File: src/rtl/ptp_delay_estimator.sv
// Converts PTP round-trip counts to one-way delays, range/outlier-checks them,
// and publishes a block average over 2^AVG_LOG2 accepted samples.
module ptp_delay_estimator #(
  parameter int unsigned AVG_LOG2    = 3,
  parameter int unsigned PROC_OFFSET = 50,
  parameter int unsigned MIN_RTT     = 100,
  parameter int unsigned MAX_RTT     = 2000000,
  parameter int unsigned OUTLIER_TOL = 1000
) (
  input  logic        clock_i,
  input  logic        reset_i,
  input  logic        enable_i,
  input  logic        rtt_valid_i,
  input  logic [31:0] rtt_count_i,
  output logic        delay_valid_o,
  output logic [31:0] delay_avg_o,
  output logic [31:0] delay_last_o,
  output logic [15:0] sample_count_o,
  output logic [15:0] reject_count_o,
  output logic        locked_o,
  output logic        overrun_o,
  output logic [1:0]  state_o
);

  // Handshake: rtt_valid_i is a one-cycle strobe with no ready. It is taken
  // only in IDLE; a strobe in any other state is dropped and sets overrun_o.

  localparam int unsigned ACC_W = 32 + AVG_LOG2;
  localparam logic [31:0] PROC_W = 32'(PROC_OFFSET);
  localparam logic [31:0] MIN_W  = 32'(MIN_RTT);
  localparam logic [31:0] MAX_W  = 32'(MAX_RTT);
  localparam logic [31:0] TOL_W  = 32'(OUTLIER_TOL);

  typedef enum logic [1:0] {IDLE, CHECK, ACCUM, PUBLISH} state_t;

  state_t              state_q;
  logic [31:0]         rtt_q;
  logic [ACC_W-1:0]    acc_q;
  logic [AVG_LOG2-1:0] win_cnt_q;
  logic                delay_valid_q;
  logic [31:0]         delay_avg_q;
  logic [31:0]         delay_last_q;
  logic [15:0]         sample_count_q;
  logic [15:0]         reject_count_q;
  logic                locked_q;
  logic                overrun_q;

  logic [31:0] one_way;
  logic [31:0] diff;
  logic        reject;

  assign one_way = (rtt_q - PROC_W) >> 1;
  assign diff    = (one_way >= delay_avg_q) ? (one_way - delay_avg_q)
                                            : (delay_avg_q - one_way);
  // Outlier gate only applies once a window has been published.
  assign reject  = (rtt_q < MIN_W) || (rtt_q > MAX_W) ||
                   (locked_q && (diff > TOL_W));

  always_ff @(posedge clock_i) begin
    if (reset_i) begin
      state_q        <= IDLE;
      rtt_q          <= '0;
      acc_q          <= '0;
      win_cnt_q      <= '0;
      delay_valid_q  <= 1'b0;
      delay_avg_q    <= '0;
      delay_last_q   <= '0;
      sample_count_q <= '0;
      reject_count_q <= '0;
      locked_q       <= 1'b0;
      overrun_q      <= 1'b0;
    end else if (!enable_i) begin
      state_q       <= IDLE;
      acc_q         <= '0;
      win_cnt_q     <= '0;
      delay_valid_q <= 1'b0;
      locked_q      <= 1'b0;
      overrun_q     <= 1'b0;
    end else begin
      delay_valid_q <= 1'b0;
      if (rtt_valid_i && (state_q != IDLE)) overrun_q <= 1'b1;
      case (state_q)
        IDLE: begin
          if (rtt_valid_i) begin
            rtt_q   <= rtt_count_i;
            state_q <= CHECK;
          end
        end
        CHECK: begin
          if (reject) begin
            if (reject_count_q != 16'hFFFF) reject_count_q <= reject_count_q + 16'd1;
            state_q <= IDLE;
          end else begin
            state_q <= ACCUM;
          end
        end
        ACCUM: begin
          acc_q        <= acc_q + {{AVG_LOG2{1'b0}}, one_way};
          delay_last_q <= one_way;
          if (sample_count_q != 16'hFFFF) sample_count_q <= sample_count_q + 16'd1;
          win_cnt_q    <= win_cnt_q + 1'b1;
          state_q      <= (win_cnt_q == '1) ? PUBLISH : IDLE;
        end
        PUBLISH: begin
          delay_avg_q   <= acc_q[AVG_LOG2 +: 32];
          delay_valid_q <= 1'b1;
          locked_q      <= 1'b1;
          acc_q         <= '0;
          win_cnt_q     <= '0;
          state_q       <= IDLE;
        end
        default: state_q <= IDLE;
      endcase
    end
  end

  assign delay_valid_o  = delay_valid_q;
  assign delay_avg_o    = delay_avg_q;
  assign delay_last_o   = delay_last_q;
  assign sample_count_o = sample_count_q;
  assign reject_count_o = reject_count_q;
  assign locked_o       = locked_q;
  assign overrun_o      = overrun_q;
  assign state_o        = state_q;

endmodule
File: config.mk
export PLATFORM = sky130hd
export DESIGN_NAME = ptp_delay_estimator
export DESIGN_NICKNAME = d
export VERILOG_FILES = /design/src/rtl/ptp_delay_estimator.sv
export SDC_FILE = /design/constraint.sdc
export NUM_CORES = 1
export LEC_CHECK = 0
export ABC_AREA = 1
export BUFFER_PORTS_ARGS = -buffer_cell sky130_fd_sc_hd__buf_2
export CORE_MARGIN = 5
export CORE_UTILIZATION = 49
export DETAILED_ROUTE_END_ITERATION = 8
export PLACE_DENSITY = 0.68
export SYNTH_ARGS = -nofsm -noshare
export SYNTH_HDL_FRONTEND = slang
export SYNTH_SLANG_ARGS = --single-unit
File: constraint.sdc
create_clock -name clock_i -period 7.9 [get_ports clock_i]
set_input_delay 0.395 -clock clock_i [delete_from_list [all_inputs] [get_ports clock_i]]
set_output_delay 0.395 -clock clock_i [all_outputs]
set_load 0.01 [all_outputs]
# Word level (Yosys, flattened, before mapping)

Cells that the tools add are included.
W data, S select, Z words.

Input bits: 36
Register bits: 170

Reductions and logical operators: 13
$add $sub $neg: 7
Mux-type cells: 8
Bitwise operators: 1
Magnitude comparators: 4
Equality and inequality tests: 7

Operators with widths:

| kind                    | number |
|---|---|
| $pmux W35 S2            | 1 |
| $add A35 B31 Y35        | 1 |
| $add A16 B1 Y16 const B | 2 |
| $ge A31 B32 Y1          | 1 |
| $gt A32 B10 Y1 const B  | 1 |
| $gt A32 B21 Y1 const B  | 1 |
| $lt A32 B7 Y1 const B   | 1 |
| $mux W32                | 1 |
| $ne A16 B16 Y1 const B  | 2 |
| $sub A31 B32 Y32        | 1 |
| $sub A32 B31 Y32        | 1 |
| $sub A32 B6 Y32 const B | 1 |
| $pmux W2 S4             | 1 |
| $mux W2                 | 3 |
| $pmux W3 S2             | 1 |
| $reduce_and A3 Y1       | 2 |
| $eq A2 B2 Y1 const B    | 2 |
| $reduce_and A2 Y1       | 2 |
| $reduce_and A4 Y1       | 1 |
| $reduce_bool A2 Y1      | 2 |
| $add A3 B1 Y3 const B   | 1 |
| $eq A3 B3 Y1 const B    | 1 |
| $eq A2 B1 Y1 const B    | 1 |
| $logic_and A1 B1 Y1     | 2 |
| other kinds (6)         | 7 |

# Depth between registers and ports, before layout

Gate-level depths: netlist of run 1.

Word-level depth: 8
Depth in mapped cells: 38
Mapped depth without buffers: 36

# Worst setup path before layout of run 1

OpenSTA, ideal clock, no wires.

Path kind: register -> register
Start: reg rtt_q[1]
End: reg reject_count_q[10] (netlist: reject_count_o[10])
Clock period less this slack: 4.492 ns
Stages on the path, launching flop included: 34
Library setup time: 0.071 ns
Data required time: 7.829 ns
Arrival: 4.422 ns
Slack: 3.408 ns
Path through: dfxtp_1 -> inv_1 -> ha_1 -> nand2_1 -> a21oi_1 -> nand2_1 -> inv_1 -> nand2_1 -> nor2_1 -> inv_1 -> nor2_1 -> nand3_1 -> nor3_1 -> xnor2_1 -> inv_1 -> ha_1 -> nand2_1 -> nor2_1 -> nand2_2 -> inv_1 -> a21oi_4 -> nand3_4 -> buf_6 -> o21ai_1 -> xor2_1 -> inv_1 -> a21oi_1 -> nor2_1 -> nand3_1 -> nand2_2 -> nand2_4 -> buf_2 -> nand3_1 -> a21oi_2

Cells in the longest elaborated chain, start to end: 7
Elaborated cells between the ends (all ways): 12
Classes of those cells: 3 x add/sub; 4 x order compare; 1 x mux; 4 x reduce/logical

RTL lines:

| what                                     | line | text |
|---|---|---|
| start, declared                          | 37   | `logic [31:0] rtt_q;` |
| start signal, assigned                   | 85   | `rtt_q <= rtt_count_i;` |
| $sub A32 B6 Y32 (*)                      | 52   | `assign one_way = (rtt_q - PROC_W) >> 1;` |
| net one_way[0]                           | 48   | `logic [31:0] one_way;` |
| $sub A32 B31 Y32 (tied with other cells) | 54   | `: (delay_avg_q - one_way);` |
| $mux W32 (*)                             | 53   | `assign diff = (one_way >= delay_avg_q) ? (one_way - delay_avg_q)` |
| $gt A32 B10 Y1 (*)                       | 57   | `(locked_q && (diff > TOL_W));` |
| $logic_and A1 B1 Y1 (*)                  | 57   |  |
| $logic_or A1 B1 Y1 (*)                   | 56   | `assign reject = (rtt_q < MIN_W) \|\| (rtt_q > MAX_W) \|\|` |
| $reduce_and A4 Y1 (no line) (*)          | -    |  |
| end signal, assigned                     | 91   | `if (reject_count_q != 16'hFFFF) reject_count_q <= reject_count_q + 16'd1;` |
| end, declared                            | 44   | `logic [15:0] reject_count_q;` |

Mark *: on every way through the listed nets, which the timed path passes. The rest lies on a longest branch.
A chain may end at the register's enable or synchronous reset.

# Worst setup path in the final report of run 1

Start: reg rtt_q[1]
End: reg reject_count_q[1] (netlist: reject_count_o[1])

The elaborated chain is that of the path after synthesis.

==> results.sh, run 1 <==
export IMPL_outcome="finished, final reports clean"
export IMPL_ir_drop_v=0.000140
export IMPL_final_min_clock_period_ps=6240
export IMPL_fmax_mhz=160
export IMPL_area_growth_pct=11.6
export IMPL_synth_seq_cells=170
export IMPL_drt_wl_total_um=45000
export IMPL_post_route_drc_count=0
export IMPL_crit_required_ps=8200
export IMPL_insertion_delay_ps=450
export IMPL_grt_max_degree=109
export IMPL_preCtsSetupSlack_ps=1700
export IMPL_min_path_type="input pin to flop"
export IMPL_cpPeakStageDelay_ps=470
export IMPL_routed_via_density=5.51
export IMPL_max_cap_violations=0
export IMPL_ys_types=52
export IMPL_multiInputGateArea_um2=8310
export IMPL_critPathKind="flop to flop"
export IMPL_grt_pass1_vias=13135
export IMPL_wl_per_cell_um=17.7
export IMPL_finalCritPeriodShare_pct=79.0
export IMPL_synth_net_count=2217
export IMPL_dp_cells=2511
export IMPL_synth_seq_area_share_pct=25.8
export IMPL_dp_hpwl_um=36100
export IMPL_cts_repair_resize_count=0
export IMPL_slew_violations=0
export IMPL_post_route_util_pct=55.1
export IMPL_pin_count=137
export IMPL_regArea_um2=3400
export IMPL_relSlewSlack_pct=32.9
export IMPL_synth_avg_cell_area_um2=6.32
export IMPL_root_buffer="clkbuf_16"
export IMPL_postRouteAntennaNets=0
export IMPL_cts_sinks=170
export IMPL_start_util_pct=49.3
export IMPL_ys_flop_type="dfxtp_1"
export IMPL_clockBufferDepth=2
export IMPL_gp_congestion=1.04
export IMPL_final_cells=2543
export IMPL_n_antenna_cell=0
export IMPL_fin_skew_ps=20.4
export IMPL_power_density_nw_per_um2=194
export IMPL_tightest_slew_ps=1010
export IMPL_p_leak_nw=7.42
export IMPL_tritoncts="done"
export IMPL_yosysWarnings=0
export IMPL_postCtsHoldBufs=0
export IMPL_layout_commonest_cell="nand2_1"
export IMPL_overflow=0
export IMPL_async_flop_share_pct=0
export IMPL_antenna_found_initial=0
export IMPL_cts_setup_buffers=0
export IMPL_hold_viol=0
export IMPL_rows=60
export IMPL_path_max_fanout=43
export IMPL_via_count=14012
export IMPL_worst_setup_hold_path_clk_slew_ps=90
export IMPL_arrival_ps=6540
export IMPL_io_buffers=135
export IMPL_die_y_um=174
export IMPL_synth_area_um2=13200
export IMPL_grt_use_total_pct=29.1
export IMPL_synth_edf_count=0
export IMPL_cp_slowest_cell="ha_1"
export IMPL_firstDrtPassIters=9
export IMPL_die_x_um=174
export IMPL_numCtsBuffers=17
export IMPL_dieArea_um2=30300
export IMPL_cts_max_level=4
export IMPL_drive_gt1_share_pct=11.2
export IMPL_end_kind="flop"
export IMPL_drt_iter0_markers=1230
export IMPL_setup_violations=0
export IMPL_synthCells=2086
export IMPL_core_area_um2=26700
export IMPL_rsz0062_at_grt="no"
export IMPL_fin_nets=2320
export IMPL_grt_pass1_wl_um=71300
export IMPL_tns_ps=0
export IMPL_final_cell_mix="474 x nand2_1, 305 x inv_1, 246 x a21oi_1"
export IMPL_setup_slack_ps=1660
export IMPL_startpoint_type="flop"
export IMPL_n_fill_cell=2779
routing by layer:
layer / track usage [%] / part of all wire (%) / vias to the layer above
li1: - / - / 7004
met1: 39.9 / 46 / 6484
met2: 46.0 / 44 / 444
met3: 5.57 / 6.2 / 80
met4: 10.1 / 3.5 / 0
met5: 0 / 0 / -
registers in the layout (all words and copies together) (netlist names):
signal and count:
state_o 2, sample_count_o 16, delay_last_o 31, delay_valid_o 1, win_cnt_q 3, delay_avg_o 32
reject_count_o 16, acc_q 35, rtt_q 32, locked_o 1, overrun_o 1
cell usage after synthesis (5+ instances only):
master	number	area, µm²
nand2_1	475	1780
inv_1	305	1140
a21oi_1	246	1230
nor2_1	190	713
dfxtp_1	170	3400
o21ai_0	156	781
nand3_1	109	546
ha_1	92	1150
clkbuf_1	42	158
xor2_1	38	333
nand4_1	31	194
nor3_1	31	155
o211ai_1	28	210
nand2_2	24	150
xnor2_1	17	149
a21oi_2	14	123
o21bai_1	11	82.6
a21o_1	9	67.6
buf_2	9	45.0
nand3b_1	9	67.6
buf_4	7	52.6
clkinv_1	6	22.5
nor4_1	6	37.5
inv_2	5	18.8
nand2_4	5	56.3
nor2_4	5	56.3
kinds of logic (layout without fill, tap and decap cells):
family                   Yosys count  count (layout)  synth area share [%]
other                              1               1                0.0284
adder cells (fa/ha/maj)           95              95                  9.19
buffers and inverters            377             493                  11.3
XOR/XNOR                          55              55                  3.65
AO/OA/AOI/OAI                    490             490                  20.5
AND/OR/NAND/NOR                  898             898                  29.5
flip-flops                       170             170                  25.8
where the power goes:
part	total [mW]	internal, mW	switching, mW	leakage, nW
sequential	0.885	0.869	0.0158	1.38
combinational	1.05	0.311	0.738	5.73
clock	0.920	0.468	0.452	0.311
total	2.85	1.65	1.21	7.42
critical path: cells and delay by family, from the launching register on:
family          cells  cell delay (ps)
buf+inv             5              580
xor+xnor            2              390
compound gates      4              800
simple gates       20             3280
fa+ha+maj           2              680
flops               1              350
per-stage QoR:
step / power [mW] / cell area [µm²] / hold WS, ps
2_1_floorplan: 1.67 / 13200 / 445
3_3_place_gp: 1.93 / 14100 / 456
3_5_place_dp: 1.93 / 14100 / 467
4_1_cts: 2.84 / 14700 / 171
5_1_grt: 3.03 / 14700 / 178
6_report: 2.85 / 14700 / 176
cell type report:
class / count / area share [%]
sequential: 170 / 23.1
tap: 341 / 2.90
clock inverter: 15 / 1.50
multi-input combinational: 1539 / 56.4
clock buffer: 17 / 2.89
timing repair buffer: 145 / 5.10
inverter: 316 / 8.06
final timing paths:
kind | depth (start not counted) | slack, ps | end | start
min | 3 | 180 | rtt_q[10] | rtt_count_i[10]
max reg2reg | 33 | 1660 | reject_count_o[1] | rtt_q[1]
min reg2reg | 1 | 480 | win_cnt_q[0] | win_cnt_q[0]
max | 33 | 1660 | reject_count_o[1] | rtt_q[1]
Power figures use the tool's default switching activity.
==> run 2, diff against run 1 <==
- PLACE_DENSITY: 0.68 -> 0.71
- clock period: 7.9 -> 5.4 ns (I/O delays scaled with it)
==> run 2 against run 1 <==
Global-route usage is essentially flat. Critical endpoint is now reject_count_o[3]. Sequential power grew 46%. Via count grew 2.8%. Die area is the same. Largest power group unchanged. Combinational power grew 63%. Highest routed layer unchanged.
==> results.sh, run 2 (synthesis results as in run 1) <==
export IMPL_intPower_mw=2.49
export IMPL_max_cap_violations=0
export IMPL_relSlewSlack_pct=28.0
export IMPL_cts_sinks=170
export IMPL_via_count=14404
export IMPL_n_antenna_cell=0
export IMPL_gp_congestion=1.00
export IMPL_core_area_um2=26700
export IMPL_cpPeakStageDelay_ps=390
export IMPL_wl_per_cell_um=17.6
export IMPL_critPathKind="flop to flop"
export IMPL_rr_worst_depth=32
export IMPL_ir_drop_v=0.000185
export IMPL_outcome="finished, final reports clean"
export IMPL_antenna_found_initial=0
export IMPL_hold_path_endpoint="rtt_q[10]"
export IMPL_cp_slowest_cell="ha_1"
export IMPL_r2r_slack_ps=320
export IMPL_hold_viol=0
export IMPL_setup_violations=0
export IMPL_power_density_nw_per_um2=283
export IMPL_fin_nets=2364
export IMPL_die_y_um=174
export IMPL_tightest_slew_ps=1080
export IMPL_arrival_ps=5440
export IMPL_clockBufferDepth=2
export IMPL_io_buffers=135
export IMPL_die_x_um=174
export IMPL_overflow=0
export IMPL_p_leak_nw=7.63
export IMPL_setup_slack_ps=318
export IMPL_switching_power_mw=1.80
export IMPL_power_share_sequential_pct=30.1
export IMPL_startpoint_type="flop"
export IMPL_area_growth_pct=15.2
export IMPL_grt_max_degree=68
export IMPL_insertion_delay_ps=440
export IMPL_post_route_util_pct=56.8
export IMPL_drive_gt1_share_pct=13.8
export IMPL_largest_reg_flops=35
export IMPL_drt_iter0_markers=1457
export IMPL_dieArea_um2=30300
export IMPL_root_buffer="clkbuf_16"
export IMPL_rows=60
export IMPL_path_max_fanout=32
export IMPL_postCtsHoldBufs=0
export IMPL_tritoncts="done"
export IMPL_routed_via_density=5.57
export IMPL_pwr_share_comb_pct=39.9
export IMPL_post_route_drc_count=0
export IMPL_firstDrtPassIters=5
export IMPL_postRouteAntennaNets=0
export IMPL_grt_pass1_vias=13209
export IMPL_timing_critical_path_mode_cell="nand2_1"
export IMPL_start_util_pct=49.3
export IMPL_fmax_mhz=197
export IMPL_final_min_clock_period_ps=5080
export IMPL_crit_required_ps=5760
export IMPL_min_path_type="input pin to flop"
export IMPL_clock_power_share_pct=30.0
export IMPL_timing_rr_start="rtt_q[3]"
export IMPL_r2r_end="reject_count_o[3]"
export IMPL_grt_pass1_wl_um=71600
export IMPL_final_cell_mix="472 x nand2_1, 305 x inv_1, 245 x a21oi_1"
export IMPL_dp_hpwl_um=36600
export IMPL_worst_setup_hold_path_clk_slew_ps=80
export IMPL_slew_violations=0
export IMPL_numCtsBuffers=17
export IMPL_cts_max_level=4
export IMPL_n_fill_cell=2668
export IMPL_preCtsSetupSlack_ps=-152
export IMPL_hold_start="rtt_count_i[10]"
export IMPL_grt_use_total_pct=29.1
export IMPL_pin_count=137
export IMPL_layout_commonest_cell="nand2_1"
export IMPL_largest_register="acc_q"
export IMPL_end_kind="flop"
export IMPL_fin_skew_ps=27.9
export IMPL_drt_wl_total_um=45600
export IMPL_finalCritPeriodShare_pct=94.1
export IMPL_holdPathStages=3
export IMPL_p_sw_share_pct=41.9
## run 2: per-layer routing
layer	up-vias	global-route usage, %	routed length, µm
met5	-	0	0
met4	0	11.8	1930
met3	92	3.48	2910
met1	6660	39.7	20200
met2	565	46.8	20500
li1	7087	-	-
## run 2: how the worst max path moves through the flow
stage	startpoint	slack, ps	depth (start not counted)	end
final	rtt_q[3]	320	32	reject_count_o[3]
after global routing	rtt_q[3]	-50	34	reject_count_o[2]
after CTS	rtt_q[3]	40	32	reject_count_o[3]
after detailed placement	rtt_q[3]	-150	32	reject_count_o[1]
after global placement	rtt_q[3]	-20	33	reject_count_o[0]
after floorplan	rtt_q[1]	910	33	reject_count_o[10]
## run 2: worst max-delay path: cells and delay by family, from the launching register on
kind | cells | cell delay, ps
xor gates and xnor gates | 1 | 200
AOI/OAI and AO/OA | 4 | 680
and+or+nand+nor | 23 | 2990
buffers and inverters | 3 | 400
DFF | 1 | 330
adders and majority gates | 1 | 390
## run 2: final cells by class
type / count / area, µm² / area share (%)
Clock buffer: 17 / 425 / 2.80
Multi-Input combinational cell: 1540 / 8470 / 55.7
Sequential cell: 170 / 3400 / 22.4
Inverter: 316 / 1190 / 7.81
Tap cell: 341 / 427 / 2.81
Clock inverter: 15 / 184 / 1.21
Timing Repair Buffer: 188 / 1100 / 7.23
## run 2: stage by stage
| stage | TNS [ps] | area, µm² | hold WS [ps] | total power, mW | cells |
|---|---|---|---|---|---|
| 6_report | 0 | 15200 | 61.0 | 4.29 | 2587 |
| 5_1_grt | -212 | 15200 | 69.6 | 4.52 | 2587 |
| 4_1_cts | 0 | 15000 | 60.1 | 4.24 | 2585 |
| 3_5_place_dp | -2000 | 14400 | 463 | 2.92 | 2548 |
| 3_3_place_gp | -110 | 14400 | 456 | 2.91 | 2548 |
| 2_1_floorplan | 0 | 13200 | 405 | 2.45 | 2086 |
## run 2: power by group through the flow
stage | combinational (mW) | sequential [mW] | clock, mW
3_3_place_gp | 1.59 | 1.32 | 0
4_1_cts | 1.65 | 1.29 | 1.30
6_report | 1.71 | 1.29 | 1.29
5_1_grt | 1.87 | 1.30 | 1.36
3_5_place_dp | 1.60 | 1.32 | 0
2_1_floorplan | 1.13 | 1.32 | 0
## run 2: what timing repair did
item                       in CTS  in global routing
setup endpoints to repair      16                 17
cloned                          0                  1
pin swaps                       2                  3
setup buffers                   5                  1
resized for setup               3                 27
